## src/rtl/tile_judge.sv

```systemverilog
// tile_judge: judges lane-key presses against the bottom tile row, issues the
// shift request that advances the tile field, and keeps score and lives.
module tile_judge #(
  parameter int SCORE_W = 10,
  parameter int LIVES   = 3,
  parameter int LIFE_W  = 2
) (
  input  logic               clk,
  input  logic               reset,
  input  logic               start,
  input  logic               tick,
  input  logic [3:0]         key,
  input  logic [1:0]         bottom_lane,
  output logic               shift,
  output logic [SCORE_W-1:0] score,
  output logic [LIFE_W-1:0]  lives,
  output logic               playing,
  output logic               game_over,
  output logic               hit,
  output logic               miss
);

  typedef enum logic [1:0] {IDLE, PLAY, SETTLE, OVER} state_t;

  localparam logic [LIFE_W-1:0]  LIVES_INIT = LIFE_W'(LIVES);
  localparam logic [LIFE_W-1:0]  ONE_LIFE   = LIFE_W'(1);
  localparam logic [SCORE_W-1:0] ONE_POINT  = SCORE_W'(1);

  state_t               state, state_nx;
  logic [3:0]           key_prev;
  logic [3:0]           rise;
  logic [2:0]           rise_cnt;
  logic                 good_press;
  logic [SCORE_W-1:0]   score_nx;
  logic [LIFE_W-1:0]    lives_nx;
  logic                 shift_nx, hit_nx, miss_nx;

  // Rising edges on the lane keys and how many arrived this cycle
  always_comb begin
    rise     = key & ~key_prev;
    rise_cnt = '0;
    for (int unsigned i = 0; i < 4; i++) begin
      rise_cnt = rise_cnt + {2'b00, rise[i]};
    end
    good_press = (rise_cnt == 3'd1) && rise[bottom_lane];
  end

  // Next-state, scoring and pulse decisions
  always_comb begin
    state_nx = state;
    score_nx = score;
    lives_nx = lives;
    shift_nx = 1'b0;
    hit_nx   = 1'b0;
    miss_nx  = 1'b0;
    unique case (state)
      IDLE, OVER: begin
        if (start) begin
          score_nx = '0;
          lives_nx = LIVES_INIT;
          state_nx = PLAY;
        end
      end
      PLAY: begin
        if (good_press) begin
          hit_nx   = 1'b1;
          shift_nx = 1'b1;
          if (score != '1) score_nx = score + ONE_POINT;
          state_nx = SETTLE;
        end else if (rise_cnt != 3'd0) begin
          miss_nx  = 1'b1;
          lives_nx = lives - ONE_LIFE;
          if (lives == ONE_LIFE) state_nx = OVER;
        end else if (tick) begin
          miss_nx  = 1'b1;
          lives_nx = lives - ONE_LIFE;
          if (lives == ONE_LIFE) begin
            state_nx = OVER;
          end else begin
            shift_nx = 1'b1;
            state_nx = SETTLE;
          end
        end
      end
      SETTLE: begin
        state_nx = PLAY;
      end
      default: begin
        state_nx = IDLE;
      end
    endcase
  end

  // State, counters and registered outputs
  always_ff @(posedge clk) begin
    if (reset) begin
      state     <= IDLE;
      score     <= '0;
      lives     <= '0;
      shift     <= 1'b0;
      hit       <= 1'b0;
      miss      <= 1'b0;
      playing   <= 1'b0;
      game_over <= 1'b0;
      key_prev  <= '1;
    end else begin
      state     <= state_nx;
      score     <= score_nx;
      lives     <= lives_nx;
      shift     <= shift_nx;
      hit       <= hit_nx;
      miss      <= miss_nx;
      playing   <= (state_nx == PLAY) || (state_nx == SETTLE);
      game_over <= (state_nx == OVER);
      key_prev  <= key;
    end
  end

endmodule

```

## config.mk

```make
export PLATFORM = sky130hd
export DESIGN_NAME = tile_judge
export DESIGN_NICKNAME = d
export VERILOG_FILES = /design/src/rtl/tile_judge.sv
export SDC_FILE = /design/constraint.sdc
export NUM_CORES = 1
export LEC_CHECK = 0
export ABC_AREA = 1
export BUFFER_PORTS_ARGS = -buffer_cell sky130_fd_sc_hd__clkbuf_2
export CAP_MARGIN = 20
export CORE_MARGIN = 8
export CORE_UTILIZATION = 55
export CTS_CLUSTER_SIZE = 25
export DETAILED_ROUTE_END_ITERATION = 7
export GPL_ROUTABILITY_DRIVEN = 0
export PLACE_DENSITY = 0.8
export SLEW_MARGIN = 40
export SYNTH_ARGS = -nofsm -noshare
export SYNTH_HDL_FRONTEND = slang
export SYNTH_SLANG_ARGS = --single-unit
```

## constraint.sdc

```tcl
create_clock -name clk -period 6.9 [get_ports clk]
set_input_delay 1.38 -clock clk [delete_from_list [all_inputs] [get_ports clk]]
set_output_delay 1.38 -clock clk [all_outputs]
set_load 0.03 [all_outputs]
```

# Word-level counts from Yosys, hierarchy flattened
# Cells that the tools add are included.
[word_totals]
reg_bits = 23
inputBits = 10
output_inout_bits = 17
word_cells = 67
[op_classes]
add_sub_neg = 5
magnitude_cmp = 1
n_eq_ne = 14
muxes = 25
bitwise = 3
n_reduce_logical = 10
[op_table]
columns = ["op", "n"]
rows = [
  ["$mux 10", 3],
  ["$pmux 10 s2", 1],
  ["$mux 2", 9],
  ["$add 10x1->10 const B", 1],
  ["$ne 10x10->1 const B", 1],
  ["$mux 1", 9],
  ["$eq 2x2->1 const B", 4],
  ["$ne 2x2->1 const B", 4],
  ["$reduce_and 4->1", 2],
  ["$eq 2x1->1 const B", 3],
  ["$pmux 2 s3", 1],
  ["$and 4x4->4", 1],
  ["$not 4->4", 1],
  ["$pmux 2 s2", 1],
  ["$reduce_or 2->1", 2],
  ["$add 2x1->3", 1],
  ["$add 3x1->3", 1],
  ["$eq 3x1->1 const B", 1],
  ["$lt 2x3->1 const B", 1],
  ["$ne 3x3->1 const B", 1],
  ["$reduce_bool 3->1", 1],
  ["$reduce_or 3->1", 1],
  ["$add 1x1->2", 1],
  ["$bmux 1 s2", 1],
  ["other kinds (6)", 6],
]

# Logic depth before layout (Yosys ltp)
[logic_depth]
ltp_word = 11
mapped_depth = 17
ltp_nobuf = 17

# Worst setup path before layout
# No wires, ideal clock.
[synth_timing]
path_type = "input-to-reg"
start = "input key[0]"
end = "register playing"
setup_time_ps = 135
arrival_time_ps = 3584
t_required_ps = 6765
path_slack_ps = 3181
cell_stages = 16
n_path_buf = 0
cell_sequence = "nand2_1 > fa_1 > inv_1 > ha_1 > ha_1 > nor3_1 > nand2_1 > nand2_1 > nand2_1 > nand3_1 > nand2_1 > nand2_1 > inv_1 > ha_1 > inv_1 > nor2_1"
[synth_via]
elab_chain_cells = 10
word_cells_on_any_way = 15
classes_between = "add/sub (3); eq/ne (3); mux (5); bitwise (1); reduce/logical (3)"
[synth_lines]
columns = ["item", "line", "text"]
rows = [
  ["start: declaration", "12", "input logic [3:0] key,"],
  ["$and 4x4->4 (*)", "40", "rise = key & ~key_prev;"],
  ["$add 1x1->2", "43", "rise_cnt = rise_cnt + {2'b00, rise[i]};"],
  ["$add 2x1->3", "43", ""],
  ["$add 3x1->3", "43", ""],
  ["$reduce_bool 3->1 or $eq 3x1->1 (tied branches)", "70, 45", ""],
  ["$mux 2 or $logic_and 1x1->1 (tied branches)", "70, 45", ""],
  ["$mux 2 (*)", "65", "if (good_press) begin"],
  ["$pmux 2 s3 (*)", "56", "unique case (state)"],
  ["$eq 2x1->1 or $eq 2x2->1 (tied branches)", "113", "playing <= (state_nx == PLAY) || (state_nx == SETTLE);"],
  ["$logic_or 1x1->1 (*)", "113", ""],
  ["end signal: assignment", "113", ""],
  ["end: declaration", "17", "output logic playing,"],
]
# Mark *: on every way between the ends. The rest lies on a longest branch, timed or not. The select of a mux whose other input is x is not followed.
# A chain may end at the register's enable or synchronous reset.

# Worst setup path after layout
# Same ends and word-level chain as after synthesis.

==> reports/metrics.yaml <==
status: "finished clean"
floorplan.initialDensity_pct: 57.0
grt_pass1_vias: 1157
htreeDepth: 1
min_period_over_period_pct: 53.5
synth_cells: 208
clockBufferDepth: 2
critical_path.max_fanout: 5
grt_use_total_pct: 13.6
cts_root_buf: "clkbuf_4"
syn_avg_cell_area_um2: 6.67
power_density_nw_per_um2: 323
hpwlAfterDp_mm: 2.19
antenna_found_initial: 0
nets: 254
fmax_mhz: 271
holdWs_ns: 0.523
ys_warn_count: 0
synth_edf_count: 0
ir_drop_v: 0.000227
area_delta_synth_final_pct: 12.6
syn-num-nets: 226
syn-cell-area_um2: 1390
ant_nets: 0
synth.ff_latch_count: 23
grt_pass1_wl_mm: 4.84
fin_worst_skew_ns: 0.00689
drive_gt1_share_pct: 21.3
clk-insertion-delay-late_ns: 0.31
yosys.area.top_type: "dfxtp_1"
hold_viol: 0
critPathKind: "in -> reg"
fin_tns_setup_ns: 0
die_w_um: 66.2
num_io_pins: 27
drtIter0Drc: 52
core_um2: 2430
netlist.area_leader.share_pct: 33.2
numCtsBuffers: 3
synth_cell_type_count: 29
cts_hold_buffers: 0
die-area_um2: 4380
hp-class: "reg -> reg"
grt_max_degree: 16
critPathLaunchType: "input port"
synth-main-ff-cell: "dfxtp_1"
wirelength_mm: 2.82
portBuffers: 26
totalPowerFinal_uw: 504
rows: 18
setup_viol: 0
maxCapViolCount: 0
critPathCaptureType: "flop"
cts.repair.resized: 0
cts.clk_slew.worst_paths_ns: 0.13
worstMarginPinSlew_ns: 0.464
crit_arrival_ns: 3.90
fp.dieH_um: 66.2
synthTopCellsByArea: "dfxtp_1 33%, nand2_1 14%, nand3_1 8.7%, nor2_1 8.7%, inv_1 7.9%"
post_cts_buffers: 0
cts_tree: "yes"
relSlewSlack_pct: 68.8
crit_required_ns: 7.11
avgRoutedWirePerCell_um: 10.6
leakage_uw: 0.000746
grt_overflow_total: 0
antennaDiodeCount: 0
drt-pass1-iter-count: 4
drv_slew: 0
vias_per_cell: 4.91
rsz0062_at_grt: "false"
vias: 1302
period_needed_ns: 3.69
cts.sinks: 23
drc: 0
synth-async-reset-ratio_pct: 0
ys_seq_area_share_pct: 33.2
[cells in the mapped netlist (all sizes together) (2+ instances only)]
| cell type | number |
|---|---|
| nand2 | 52 |
| nor2 | 36 |
| inv | 32 |
| nand3 | 24 |
| dfxtp | 23 |
| a21oi | 10 |
| ha | 7 |
| or2 | 4 |
| buf | 3 |
| clkinv | 3 |
| nand4 | 3 |
| o21ai | 3 |
| nor3b | 2 |
| o21bai | 2 |
[worst max-delay path, stage by stage]
cell	delay, ns
clkbuf_2	0.10
nand2_1	0.07
fa_1	0.53
inv_1	0.04
ha_1	0.19
ha_1	0.30
nor3_1	0.42
nand2_1	0.14
nand2_1	0.09
nand2_1	0.05
nand3_1	0.06
nand2_1	0.05
nand2_1	0.07
inv_1	0.05
ha_1	0.27
inv_1	0.06
nor2_1	0.03
[metal layers]
layer	global-route usage, %	share of wire, %	vias up
li1	-	-	704
met3	2.20	5.5	5
met1	17.6	48	563
met2	21.5	44	30
met4	6.40	1.9	0
met5	0	0	-
[kinds of logic after synthesis]
kind of cell             after synthesis  synth area share (%)
adder cells (fa/ha/maj)                8                  7.76
buffers and inverters                 38                  10.9
AND/OR/NAND/NOR                      123                  39.8
flip-flops                            23                  33.2
AO/OA/AOI/OAI                         16                  8.30
[cell usage in the layout (no fill, tap or decap), drive strengths merged]
master / instances
nand2: 52
nor2: 36
inv: 32
clkbuf: 29
nand3: 24
dfxtp: 23
a21oi: 10
ha: 7
clkinv: 4
or2: 4
nand4: 3
o21ai: 3
o21bai: 2
nor3b: 2
nor3: 1
nand3b: 1
o2111ai: 1
fa: 1
[power by group]
part           total (µW)  switching [µW]  internal (µW)  leakage, µW
Combinational         270             186           83.9     0.000540
Sequential            171            16.0            155     0.000188
Clock                63.0            41.4           21.7    0.0000177
Total                 504             243            261     0.000746
[layout make-up]
cell class	count	area, µm²
sequential	23	460
inverter	35	131
timing repair buffer	26	130
multi-input combinational	147	774
clock inverter	1	5.00
clock buffer	3	22.5
tap	30	37.5
fill	240	871
[worst paths after layout]
| path | cells after the start | slack [ns] | to | startpoint |
|---|---|---|---|---|
| worst max-delay path | 17 | 3.21 | playing | key[0] |
| worst min-delay path | 2 | 0.52 | score[7] | score[7] |
| worst max register to register | 17 | 4.01 | playing | key_prev[0] |
| worst min register to register | 2 | 0.52 | score[7] | score[7] |
[state kept, by name, indices dropped and copies added, names as in the netlist]
signal     flops
lives          2
state          2
game_over      1
score         10
playing        1
shift          1
key_prev       4
hit            1
miss           1
[per-stage QoR]
stage / util (%) / area, µm² / instances / setup WS (ns)
after floorplan: - / 1390 / 208 / 3.18
after CTS: 64.2 / 1560 / 265 / 3.24
final: 64.2 / 1560 / 265 / 3.21
after detailed placement: 63.1 / 1530 / 261 / 2.88
after global routing: 64.2 / 1560 / 265 / 2.99
after global placement: 63.1 / 1530 / 261 / 2.96
Note: power is estimated with default switching activity, not from simulation.
